`src/rtl/uart_rx.sv`:
```
// UART receiver: 8 data bits LSB first, 1 start, 1 stop, mid-bit sampling, valid/ready output.
// Define UART_RX_PARITY_EN to expect an even-parity bit between bit 7 and the stop bit.
module uart_rx #(
    parameter int CYCLES_PER_BIT = 2604,
    parameter int SYNC_STAGES    = 2
) (
    input  logic       clk_25mhz,
    input  logic       reset,
    input  logic       ftdi_rxd,
    output logic [7:0] rx_data,
    output logic       rx_valid,
    input  logic       rx_ready,
    output logic       framing_err,
    output logic       overrun,
    output logic       parity_err,
    output logic [7:0] led
);

    localparam int CW = $clog2(CYCLES_PER_BIT) + 1;
    localparam logic [CW-1:0] HALF_BIT = CW'(CYCLES_PER_BIT / 2 - 1);
    localparam logic [CW-1:0] FULL_BIT = CW'(CYCLES_PER_BIT - 1);

    typedef enum logic [2:0] {
        IDLE,
        START,
        DATA,
        PARITY,
        STOP,
        WAIT_IDLE
    } state_e;

    state_e                 state_q;
    logic [SYNC_STAGES-1:0] sync_q;
    logic [CW-1:0]          cycle_cnt_q;
    logic [2:0]             bit_cnt_q;
    logic [7:0]             shift_q;
    logic [7:0]             rx_data_q;
    logic                   rx_valid_q;
    logic                   framing_err_q;
    logic                   overrun_q;
    logic                   rxs;
    logic                   bit_done;
`ifdef UART_RX_PARITY_EN
    logic                   parity_q;
    logic                   parity_err_q;
`endif

    assign rxs      = sync_q[SYNC_STAGES-1];
    assign bit_done = (cycle_cnt_q == FULL_BIT);

    // Synchronizer flops preset to the idle-high line level so reset never looks like a start bit.
    always_ff @(posedge clk_25mhz) begin
        if (reset) begin
            sync_q <= '1;
        end else begin
            sync_q <= {sync_q[SYNC_STAGES-2:0], ftdi_rxd};
        end
    end

    always_ff @(posedge clk_25mhz) begin
        if (reset) begin
            state_q       <= IDLE;
            cycle_cnt_q   <= '0;
            bit_cnt_q     <= '0;
            shift_q       <= '0;
            rx_data_q     <= '0;
            rx_valid_q    <= 1'b0;
            framing_err_q <= 1'b0;
            overrun_q     <= 1'b0;
`ifdef UART_RX_PARITY_EN
            parity_q      <= 1'b0;
            parity_err_q  <= 1'b0;
`endif
        end else begin
            framing_err_q <= 1'b0;
            overrun_q     <= 1'b0;
`ifdef UART_RX_PARITY_EN
            parity_err_q  <= 1'b0;
`endif
            // A delivery later in this block overrides the acceptance, keeping rx_valid high.
            if (rx_valid_q && rx_ready) begin
                rx_valid_q <= 1'b0;
            end

            case (state_q)
                IDLE: begin
                    cycle_cnt_q <= '0;
                    if (!rxs) begin
                        state_q <= START;
                    end
                end
                START: begin
                    if (cycle_cnt_q == HALF_BIT) begin
                        cycle_cnt_q <= '0;
                        bit_cnt_q   <= '0;
                        state_q     <= rxs ? IDLE : DATA;
                    end else begin
                        cycle_cnt_q <= cycle_cnt_q + CW'(1);
                    end
                end
                DATA: begin
                    if (bit_done) begin
                        shift_q     <= {rxs, shift_q[7:1]};
                        cycle_cnt_q <= '0;
                        bit_cnt_q   <= bit_cnt_q + 3'd1;
`ifdef UART_RX_PARITY_EN
                        if (bit_cnt_q == 3'd7) state_q <= PARITY;
`else
                        if (bit_cnt_q == 3'd7) state_q <= STOP;
`endif
                    end else begin
                        cycle_cnt_q <= cycle_cnt_q + CW'(1);
                    end
                end
`ifdef UART_RX_PARITY_EN
                PARITY: begin
                    if (bit_done) begin
                        parity_q    <= rxs;
                        cycle_cnt_q <= '0;
                        state_q     <= STOP;
                    end else begin
                        cycle_cnt_q <= cycle_cnt_q + CW'(1);
                    end
                end
`endif
                STOP: begin
                    if (bit_done) begin
                        cycle_cnt_q <= '0;
                        if (rxs) begin
                            rx_data_q  <= shift_q;
                            rx_valid_q <= 1'b1;
                            overrun_q  <= rx_valid_q && !rx_ready;
`ifdef UART_RX_PARITY_EN
                            parity_err_q <= (parity_q != ^shift_q);
`endif
                            state_q    <= IDLE;
                        end else begin
                            framing_err_q <= 1'b1;
                            state_q       <= WAIT_IDLE;
                        end
                    end else begin
                        cycle_cnt_q <= cycle_cnt_q + CW'(1);
                    end
                end
                WAIT_IDLE: begin
                    if (rxs) begin
                        state_q <= IDLE;
                    end
                end
                default: state_q <= IDLE;
            endcase
        end
    end

    assign rx_data     = rx_data_q;
    assign rx_valid    = rx_valid_q;
    assign framing_err = framing_err_q;
    assign overrun     = overrun_q;
    assign led         = rx_data_q;
`ifdef UART_RX_PARITY_EN
    assign parity_err  = parity_err_q;
`else
    assign parity_err  = 1'b0;
`endif

endmodule

```
`config.mk`:
```
export PLATFORM = sky130hd
export DESIGN_NAME = uart_rx
export DESIGN_NICKNAME = d
export VERILOG_FILES = /design/src/rtl/uart_rx.sv
export SDC_FILE = /design/constraint.sdc
export NUM_CORES = 1
export LEC_CHECK = 0
export ABC_AREA = 1
export CAP_MARGIN = 20
export CORE_AREA = 2 2 81 83
export CTS_BUF_LIST = sky130_fd_sc_hd__clkbuf_16
export DETAILED_ROUTE_END_ITERATION = 6
export DIE_AREA = 0 0 83 85
export HOLD_SLACK_MARGIN = 0.1
export PLACE_DENSITY_LB_ADDON = 0.15
export REMOVE_ABC_BUFFERS = 1
export SLEW_MARGIN = 20
export SYNTH_ARGS = -nofsm -noshare
export SYNTH_HDL_FRONTEND = slang
export SYNTH_SLANG_ARGS = --single-unit
```
`constraint.sdc`:
```
create_clock -name clk_25mhz -period 1.5 [get_ports clk_25mhz]
set_input_delay 0.3 -clock clk_25mhz [delete_from_list [all_inputs] [get_ports clk_25mhz]]
set_output_delay 0.3 -clock clk_25mhz [all_outputs]
set_load 0.1 [all_outputs]
```
# Word-level counts from Yosys, hierarchy flattened
# Cells that the tools add are included.
[totals]
ramBits = 0
mem_bits_ro = 0
latchBits = 0
ff_bits = 40
input_bits = 4
out_inout_bits = 20
word_cells = 60
n_memories = 0
[op_classes]
bitwise_logic = 3
eq_ne = 13
reduce_logical = 13
n_lt_le_gt_ge = 0
n_mux = 20
shift = 0
addsub = 2
n_mul = 0
div_mod_pow = 0
[ops]
columns = ["cell", "count"]
rows = [
  ["13-bit case mux with 3 select lines", 1],
  ["3-bit two-way mux", 9],
  ["13-bit two-way mux", 2],
  ["3-bit case mux with 5 select lines", 1],
  ["13-bit by 1-bit adder with 13-bit output (second input constant)", 1],
  ["13-bit by 11-bit equality test with 1-bit output (second input constant)", 1],
  ["13-bit by 12-bit equality test with 1-bit output (second input constant)", 1],
  ["2-bit != test (second input constant)", 6],
  ["3-bit equality test (second input constant)", 3],
  ["3-bit case mux with 2 select lines", 1],
  ["3-bit AND reduction", 2],
  ["6-bit AND reduction", 1],
  ["1-bit two-way mux", 5],
  ["4-bit OR reduction", 1],
  ["3-bit by 1-bit adder with 3-bit output (second input constant)", 1],
  ["3-bit by 1-bit equality test with 1-bit output (second input constant)", 1],
  ["3-bit by 2-bit equality test with 1-bit output (second input constant)", 1],
  ["3-bit logical NOT", 1],
  ["1-bit NOT", 3],
  ["3-bit nonzero test", 1],
  ["3-bit OR reduction", 1],
  ["1-bit logical AND", 2],
  ["2-bit two-way mux", 1],
  ["2-bit AND reduction", 1],
  ["other kinds (3)", 3],
]

# Depth between registers and ports, before layout
# Gate-level depths: netlist (run 1).
[depth]
ltp_word = 5
depth_mapped = 12

# Least setup slack after synthesis (run 1)
# No wires, ideal clock.
[synth_timing]
path_kind = "flip-flop to output port"
start = "reg rx_data_q[0] (netlist: led[0])"
end = "out rx_data[0]"
arrival_ps = 1374
path_buffers = 1
slack_ps = -174
required_time_ps = 1200
path_stages_with_launch = 2
path_cell_list = "dfxtp_1 buf_4"
[synth_rtl]
columns = ["item", "line_no", "source"]
rows = [
  ["start, declared", "37", "logic [7:0] rx_data_q;"],
  ["start signal, assigned", "130", "rx_data_q <= shift_q;"],
  ["end, declared", "10", "output logic [7:0] rx_data,"],
]
# No word-level cell between the ends.

# Worst setup path after layout (run 1)
[layout_timing]
start = "reg cycle_cnt_q[1]"
end = "reg cycle_cnt_q[12]"
[layout_between]
elab_chain_cells = 3
[layout_lines]
columns = ["item", "line_no", "source"]
rows = [
  ["start, declared", "34", "logic [CW-1:0] cycle_cnt_q;"],
  ["start signal, assigned", "98", "cycle_cnt_q <= cycle_cnt_q + CW'(1);"],
  ["start signal, assigned", "112", "cycle_cnt_q <= cycle_cnt_q + CW'(1);"],
  ["start signal, assigned", "142", "cycle_cnt_q <= cycle_cnt_q + CW'(1);"],
  ["13-bit by 1-bit adder with 13-bit output, or another cell as far along", "98, 112, 142", ""],
  ["13-bit two-way mux (on tied branches)", "102, 127, 93", ""],
  ["13-bit case mux with 3 select lines *", "85", "case (state_q)"],
]
# Mark *: on every way between the ends. The rest lies on a longest branch, timed or not.
# A chain may end at the register's enable or synchronous reset.

==> impl_metrics.json, run 1 <==
{
  "finalPower_uw": 4160,
  "grt_pass1_vias": 1869,
  "fmax_mhz": 668,
  "crit_required_ns": 1.72,
  "cp_max_fo": 5,
  "root_buffer": "clkbuf_16",
  "num_rows": 29,
  "routed_wl_um": 5210,
  "whs_ns": 0.412,
  "wl_met3_um": 202,
  "dpl_cell_area_um2": 2720,
  "finalHoldViolCount": 0,
  "cts_buffers": 5,
  "final_layout_size_suffix_gt1_share_pct": 32.7,
  "grt_pass1_wl_um": 8490,
  "routedWlPerCell_um": 12.1,
  "core_um2": 6200,
  "grt_start_max_net_pins": 25,
  "ant_nets": 0,
  "clk_pin_slew_ns": 0.06,
  "drc": 0,
  "rsz0062_at_grt": "true",
  "die_h_um": 85,
  "dr.pass1.iters": 4,
  "ys_warn_count": 0,
  "hp-class": "reg2reg",
  "status": "complete, no violations",
  "dieArea_um2": 7060,
  "io_buffer_count": 22,
  "avgSynthCellArea_um2": 6.87,
  "wl_met2_um": 2390,
  "end_kind": "register",
  "vias_per_cell": 4.81,
  "clock-sinks": 40,
  "period_share_pct": 99.8,
  "multiInputGateArea_um2": 1230,
  "ios": 24,
  "critical_path_class": "reg2reg",
  "ys_seq_elements": 40,
  "cp_data_arrival_time_ns": 1.72,
  "critical_path.startpoint_type": "register",
  "h-tree-depth": 2,
  "max-vdd-ir-drop_v": 0.000789,
  "fin_util_pct": 50.1,
  "antenna_cells": 0,
  "syn_inst": 317,
  "dieWidth_um": 83,
  "synth_cell_types": 30,
  "grt.total_usage_pct": 14.7,
  "finalSetupViolCount": 0,
  "antenna_found_initial": 0,
  "area_growth_pct": 42.6,
  "fin_area_um2": 3110,
  "seq_area_um2": 815,
  "seq_area_frac_synth_pct": 36.8,
  "overflow": 0,
  "period_needed_ns": 1.50,
  "nets": 362,
  "num_vias": 2078,
  "start_util_pct": 35.1,
  "cts_tree": "built",
  "gp_congestion": 0.865,
  "dr.max_layer_used": "met4",
  "netlist_area_um2": 2180,
  "cts_hold_buf": 0,
  "met1_length_um": 2490,
  "fillCellCount": 603,
  "insertion_delay_ns": 0.29,
  "hpwlAfterDp_um": 3540,
  "clockBufferDepth": 2,
  "drt_iter0_drc": 145,
  "finClkSkew_ns": 0.00397,
  "stdcell_count": 432,
  "drv_cap": 0,
  "dp.cells": 416,
  "power.density_nw_per_um2": 1340,
  "power_leakage_uw": 0.00132,
  "finalMaxSlewViolations": 0
}
-- synth_stat cells, drive strengths merged --
cell	number	area share, %
nor2	59	12
ha	4	2.3
a21oi	14	3.6
nand3	20	5.9
clkbuf	2	0.34
or2	2	0.57
dfxtp	40	37
clkinv	1	0.40
o21ai	24	5.7
nand4	8	2.3
nor3	9	2.1
o211ai	1	0.34
conb	1	0.17
inv	31	5.3
nand3b	1	0.34
buf	19	6.6
xor2	1	0.40
nand2	80	15
-- state kept, by name, indices dropped and copies added (netlist names) --
signal,cells
cycle_cnt_q,13
led,8
shift_q,8
bit_cnt_q,3
state_q,3
sync_q,2
framing_err,1
overrun,1
rx_valid,1
-- worst max-delay path: stages (launching register included) --
cell,delay [ns]
dfxtp_4,0.39
ha_4,0.18
nand2_1,0.11
nor2_4,0.20
nand2_1,0.13
o21ai_0,0.19
nand3_1,0.10
a21oi_1,0.12
-- cells in the final DEF (no fill, tap or decap), types with 2 or more instances in the layout --
master / netlist / routed
nor2_1: 51 / 46
nor2_2: 4 / 8
a21oi_2: 2 / 2
dfxtp_1: 40 / 33
nand2_1: 72 / 65
buf_4: 12 / 25
o21ai_0: 5 / 5
inv_2: 7 / 6
dfxtp_4: 0 / 2
dfxtp_2: 0 / 5
nand2_2: 7 / 9
buf_12: 0 / 21
ha_1: 4 / 2
nand4_1: 8 / 8
nor3_1: 9 / 5
ha_4: 0 / 2
clkbuf_16: 0 / 6
inv_1: 24 / 23
nor3_2: 0 / 4
a21oi_1: 12 / 12
nor2_4: 4 / 6
o21ai_1: 18 / 18
or2_2: 2 / 2
nand2_4: 1 / 6
clkdlybuf4s50_1: 0 / 3
nand3_1: 16 / 15
nand3_4: 1 / 2
nand3_2: 3 / 3
inv_4: 0 / 2
-- path summary, 6_finish.rpt --
check	end	cells after the start	start	slack, ns
worst min register to register	sync_q[1]$_SDFF_PP1_	1	sync_q[0]$_SDFF_PP1_	0.41
worst max register to register	cycle_cnt_q[12]$_SDFFE_PP0P_	7	cycle_cnt_q[1]$_SDFFE_PP0P_	0.003
worst max-delay path	cycle_cnt_q[12]$_SDFFE_PP0P_	7	cycle_cnt_q[1]$_SDFFE_PP0P_	0.003
worst min-delay path	sync_q[1]$_SDFF_PP1_	1	sync_q[0]$_SDFF_PP1_	0.41
-- cell families (layout without fill, tap and decap cells) --
logic type / Yosys count / count (layout) / synth area share [%]
AOI/OAI and AO/OA: 39 / 39 / 9.59
xor gates and xnor gates: 1 / 1 / 0.402
and+or+nand+nor: 179 / 180 / 38.1
DFF: 40 / 40 / 36.8
other: 1 / 1 / 0.172
buffers and inverters: 53 / 90 / 12.7
adders and majority gates: 4 / 4 / 2.30
-- timing repair --
action                     in CTS  in global routing
cloned                          1                  1
pin swaps                       1                 12
resized for setup               5                 36
setup endpoints to repair      33                 35
buffers inserted                0                  6
-- where the power goes --
part | internal (uW) | total [uW] | switching (uW)
Combinational | 711 | 1700 | 990
Sequential | 1130 | 1220 | 85.7
Clock | 790 | 1240 | 454
Total | 2630 | 4160 | 1530
-- metal layers --
| layer | global-route usage [%] | vias to the layer above |
|---|---|---|
| li1 | - | 1074 |
| met1 | 19.4 | 950 |
| met2 | 23.7 | 41 |
| met3 | 3.31 | 13 |
| met4 | 5.37 | 0 |
| met5 | 0 | - |
-- area by class of cell --
cell class / instances / area share (%)
Clock buffer: 5 / 4.03
Clock inverter: 3 / 1.49
Inverter: 32 / 4.19
Multi-Input combinational cell: 225 / 39.6
Sequential cell: 40 / 26.2
Tap cell: 77 / 3.10
Timing Repair Buffer: 50 / 21.4
-- per-stage QoR --
stage	TNS [ns]	setup WS, ns
6_report	0	0.00254
3_3_place_gp	-0.261	-0.0423
3_5_place_dp	-0.747	-0.0678
2_1_floorplan	-8.95	-0.380
5_1_grt	-0.287	-0.0524
4_1_cts	0	0.00524
Note: power is estimated with default switching activity, not from simulation.
==> inputs of run 2 (changes only) <==
Settings changed: PLACE_DENSITY from default to 0.58, PLACE_DENSITY_LB_ADDON 0.15 to default.
==> impl_metrics.json, run 2 (same netlist as run 1, synthesis figures left out) <==
{
  "finalHoldViolCount": 0,
  "num_vias": 2063,
  "critical_path.startpoint_type": "register",
  "whs_path_depth": 1,
  "fillCellCount": 599,
  "insertion_delay_ns": 0.29,
  "pre_cts_ws_ns": -0.0126,
  "clock-sinks": 40,
  "dp.cells": 420,
  "finalSetupViolCount": 0,
  "antenna_found_initial": 0,
  "worstReg2RegStart": "cycle_cnt_q[1]$_SDFFE_PP0P_",
  "end_kind": "register",
  "core_um2": 6200,
  "grt_pass1_vias": 1891,
  "max-vdd-ir-drop_v": 0.000786,
  "fin_area_um2": 3080,
  "status": "complete, no violations",
  "dieWidth_um": 83,
  "cts_buffers": 5,
  "layout_commonest_cell": "nand2_1",
  "routed_wl_um": 5020,
  "dieArea_um2": 7060,
  "start_util_pct": 35.1,
  "fin_ws_ns": 0.0694,
  "ios": 24,
  "clockBufferDepth": 2,
  "drt_iter0_drc": 71,
  "ant_nets": 0,
  "rr_worst_depth": 12,
  "routedWlPerCell_um": 11.6,
  "cts_tree": "built",
  "endpoint": "cycle_cnt_q[4]$_SDFFE_PP0P_",
  "drv_cap": 0,
  "h-tree-depth": 2,
  "crit_required_ns": 1.69,
  "hp-class": "reg2reg",
  "root_buffer": "clkbuf_16",
  "dpl_cell_area_um2": 2730,
  "power_leakage_uw": 0.00131,
  "largest-register": "cycle_cnt_q",
  "area_growth_pct": 41.5,
  "die_h_um": 85,
  "overflow": 0,
  "timing.rr.end": "cycle_cnt_q[4]$_SDFFE_PP0P_",
  "cp_data_arrival_time_ns": 1.62,
  "finalPower_uw": 3950,
  "final_layout_size_suffix_gt1_share_pct": 34.3,
  "power.density_nw_per_um2": 1280,
  "finalMaxSlewViolations": 0,
  "dr.pass1.iters": 4,
  "grt.total_usage_pct": 14.7,
  "ff2ff_setup_slack_ns": 0.07,
  "layout_common_cells": "nand2_1, nor2_1, dfxtp_1, buf_4, inv_1",
  "clk_pin_slew_ns": 0.06,
  "vias_per_cell": 4.76,
  "grt_start_max_net_pins": 25,
  "period_needed_ns": 1.43,
  "cp_max_fo": 7,
  "grt_pass1_wl_um": 8470,
  "antenna_cells": 0,
  "finClkSkew_ns": 0.00268,
  "fmax_mhz": 699,
  "crit_start": "cycle_cnt_q[1]$_SDFFE_PP0P_",
  "io_buffer_count": 22,
  "rsz0062_at_grt": "true",
  "stdcell_count": 433,
  "nets": 363,
  "gp_congestion": 0.880,
  "largest_register_ffs": 13,
  "critical_path_class": "reg2reg",
  "num_rows": 29,
  "drc": 0,
  "period_share_pct": 95.4,
  "hpwlAfterDp_um": 3610
}
==> run 2: changes by cell type in the layout (fill, tap and decap cells not counted), sizes merged <==
| cell | previous run | this run |
|---|---|---|
| buf | 46 | 49 |
| clkbuf | 6 | 5 |
| nor2 | 60 | 59 |
==> run 2: per-stage QoR <==
| stage | util, % | hold WS (ns) | TNS [ns] |
|---|---|---|---|
| CTS | 47.0 | 0.408 | 0 |
| global placement | 44.1 | 0.392 | 0 |
| detailed placement | 44.1 | 0.393 | -0.0126 |
| finish | 49.7 | 0.408 | 0 |
| global route | 49.7 | 0.423 | -0.252 |
| floorplan | - | 0.362 | -8.95 |
==> run 2: layout make-up <==
class / count / area [um^2] / area share, %
Tap cell: 77 / 96.3 / 3.12
Inverter: 32 / 125 / 4.06
Clock buffer: 5 / 125 / 4.06
Clock inverter: 3 / 46.3 / 1.50
Multi-Input combinational cell: 224 / 1210 / 39.2
Sequential cell: 40 / 813 / 26.4
Timing Repair Buffer: 52 / 667 / 21.6
==> run 2: where the power goes <==
group / total, uW / internal [uW] / switching [uW]
Sequential: 1220 / 1140 / 78.8
Combinational: 1480 / 572 / 905
Clock: 1250 / 791 / 462
Total: 3950 / 2500 / 1450
==> run 2: worst min path at each step <==
stage                           endpoint                 start  slack, ns
3_5_place_dp        sync_q[1]$_SDFF_PP1_  sync_q[0]$_SDFF_PP1_       0.39
4_1_cts             sync_q[1]$_SDFF_PP1_  sync_q[0]$_SDFF_PP1_       0.41
5_1_grt             sync_q[1]$_SDFF_PP1_  sync_q[0]$_SDFF_PP1_       0.42
2_1_floorplan  bit_cnt_q[1]$_SDFFE_PP0P_                 reset       0.36
6_report            sync_q[1]$_SDFF_PP1_  sync_q[0]$_SDFF_PP1_       0.41
3_3_place_gp        sync_q[1]$_SDFF_PP1_  sync_q[0]$_SDFF_PP1_       0.39
==> run 2: metal layers <==
layer,global-route usage [%],wire [um],vias to the layer above
met5,0,0,-
met4,6.11,104,0
met3,3.21,191,10
met2,23.5,2390,43
met1,19.2,2340,926
li1,-,-,1084
==> run 2: critical path: stages (launching register included) <==
cell,delay (ns)
dfxtp_4,0.36
inv_2,0.07
ha_4,0.12
nand2_1,0.06
nor2_2,0.13
nand3_2,0.08
nand2_2,0.10
nand2_2,0.08
buf_6,0.14
nand2_1,0.05
nand2_1,0.04
nand2_1,0.05
inv_1,0.03
==> run 2: timing repair <==
action	4_1_cts	5_1_grt
setup endpoints to repair	4	35
hold buffers	0	0
buffers inserted	0	5
pin swaps	0	20
resized for setup	3	41
==> inputs of run 3 (changes only) <==
Settings changed: CORE_AREA 2 2 81 83 to 2 2 73 75, DIE_AREA 0 0 83 85 to 0 0 75 77, PLACE_DENSITY 0.58 to 0.67.
Clock period 1.5 ns to 1.7 ns, I/O delays scaled along.
==> impl_metrics.json, run 3 (same netlist as run 1, synthesis figures left out) <==
{
  "overflow": 0,
  "layout_commonest_cell": "nand2_1",
  "ff2ff_setup_slack_ns": 0.15,
  "wl_met2_um": 2100,
  "crit_buf_inv": 2,
  "hp-class": "reg2reg",
  "maxSlewHeadroom_pct": 53.8,
  "final_layout_size_suffix_gt1_share_pct": 21.3,
  "worstReg2RegStart": "cycle_cnt_q[1]$_SDFFE_PP0P_",
  "routedWlPerCell_um": 11.1,
  "core_um2": 4980,
  "vias_per_cell": 4.79,
  "antenna_cells": 0,
  "start_util_pct": 43.8,
  "insertion_delay_ns": 0.28,
  "die_h_um": 77,
  "dr.pass1.iters": 4,
  "grt_start_max_net_pins": 25,
  "grt_pass1_wl_um": 8050,
  "crit_slowest_cell": "dfxtp_1",
  "area_growth_pct": 28.1,
  "clock-sinks": 40,
  "cts_buffers": 5,
  "clk_pin_slew_ns": 0.06,
  "dp.cells": 395,
  "dieArea_um2": 5780,
  "met1_length_um": 2190,
  "fin_util_pct": 56.1,
  "period_needed_ns": 1.55,
  "grt.total_usage_pct": 17.5,
  "finalHoldViolCount": 0,
  "worstMarginPinSlew_ns": 0.693,
  "power.density_nw_per_um2": 1110,
  "path_delay_family": "simple AND/OR/NAND/NOR gates",
  "max-vdd-ir-drop_v": 0.000915,
  "path_cells": "ha_4 -> nand2_2 -> nor2_4 -> buf_4 -> nand2_2 -> nor2_4 -> buf_12 -> o21ai_0 -> nor2_1",
  "nets": 341,
  "stdcell_count": 404,
  "hold_end": "sync_q[1]$_SDFF_PP1_",
  "end_kind": "register",
  "routed_wl_um": 4500,
  "fmax_mhz": 645,
  "drv_cap": 0,
  "power_leakage_uw": 0.00116,
  "period_share_pct": 91.3,
  "h-tree-depth": 2,
  "critical_path.startpoint_type": "register",
  "finClkSkew_ns": 0.00327,
  "hp-start": "sync_q[0]$_SDFF_PP1_",
  "largest-register": "cycle_cnt_q",
  "dr.max_layer_used": "met4",
  "grt_pass1_vias": 1825,
  "critPathMaxStageDelay_ns": 0.42,
  "ant_nets": 0,
  "root_buffer": "clkbuf_16",
  "cts_tree": "built",
  "clockBufferDepth": 2,
  "rr_worst_depth": 9,
  "layout_common_cells": "nand2_1, nor2_1, dfxtp_1, inv_1, buf_12",
  "dieWidth_um": 75,
  "wl_met3_um": 151,
  "gp_congestion": 0.879,
  "fin_area_um2": 2790,
  "cp_max_fo": 11,
  "rsz0062_at_grt": "false",
  "finalMaxSlewViolations": 0,
  "critical_path_class": "reg2reg",
  "whs_path_depth": 1,
  "drc": 0,
  "drt_iter0_drc": 138,
  "ios": 24,
  "largest_register_ffs": 13,
  "hpwlAfterDp_um": 3250,
  "cp_data_arrival_time_ns": 1.77,
  "io_buffer_count": 22,
  "dpl_cell_area_um2": 2580,
  "timing.rr.end": "shift_q[6]$_SDFFE_PP0P_",
  "finalSetupViolCount": 0,
  "num_vias": 1934,
  "setup_tns_ns": 0,
  "status": "complete, no violations",
  "num_rows": 26,
  "antenna_found_initial": 0,
  "crit_required_ns": 1.91
}
-- run 3: per-layer routing --
| layer | vias up | track usage, % |
|---|---|---|
| li1 | 1024 | - |
| met1 | 870 | 24.0 |
| met4 | 0 | 6.25 |
| met2 | 35 | 27.1 |
| met5 | - | 0 |
| met3 | 5 | 3.29 |
-- run 3: how the worst max path moves through the flow --
stage	from	end	slack, ns	cells after the start
after global routing	cycle_cnt_q[1]$_SDFFE_PP0P_	cycle_cnt_q[7]$_SDFFE_PP0P_	0.02	11
after CTS	cycle_cnt_q[1]$_SDFFE_PP0P_	shift_q[6]$_SDFFE_PP0P_	0.04	8
after floorplan	led[0]$_SDFFE_PP0P_	led[0]	-0.21	0
after detailed placement	cycle_cnt_q[1]$_SDFFE_PP0P_	cycle_cnt_q[7]$_SDFFE_PP0P_	-0.007	10
after global placement	reset	cycle_cnt_q[2]$_SDFFE_PP0P_	0.03	4
final	cycle_cnt_q[1]$_SDFFE_PP0P_	shift_q[6]$_SDFFE_PP0P_	0.15	9
-- run 3: area by class of cell --
class	count	area, um^2
fillers	466	2190
multi-input cells	224	1120
flip-flops and latches	40	801
repair buffers	30	483
clock buffers	5	125
inverters	32	125
well taps	70	87.6
clock inverters	3	47.5
-- run 3: through the flow --
| stage | total power, uW | setup WS (ns) | hold slack [ns] |
|---|---|---|---|
| final | 3090 | 0.149 | 0.406 |
| after global routing | 3290 | 0.0215 | 0.422 |
| after CTS | 3100 | 0.0390 | 0.412 |
| after detailed placement | 2020 | -0.00666 | 0.396 |
| after global placement | 2010 | 0.0268 | 0.394 |
| after floorplan | 1760 | -0.209 | 0.389 |
-- run 3: power by group --
| group | internal [uW] | switching, uW |
|---|---|---|
| sequential | 992 | 64.8 |
| clock | 697 | 380 |
| combinational | 282 | 676 |
| total | 1970 | 1120 |
-- run 3: repair_timing --
item / CTS / global route
endpoints found under the setup margin: 2 / 12
gates resized for setup: 1 / 3
buffers inserted: 0 / 1
pin swaps: 0 / 1
hold buffers: 0 / 0
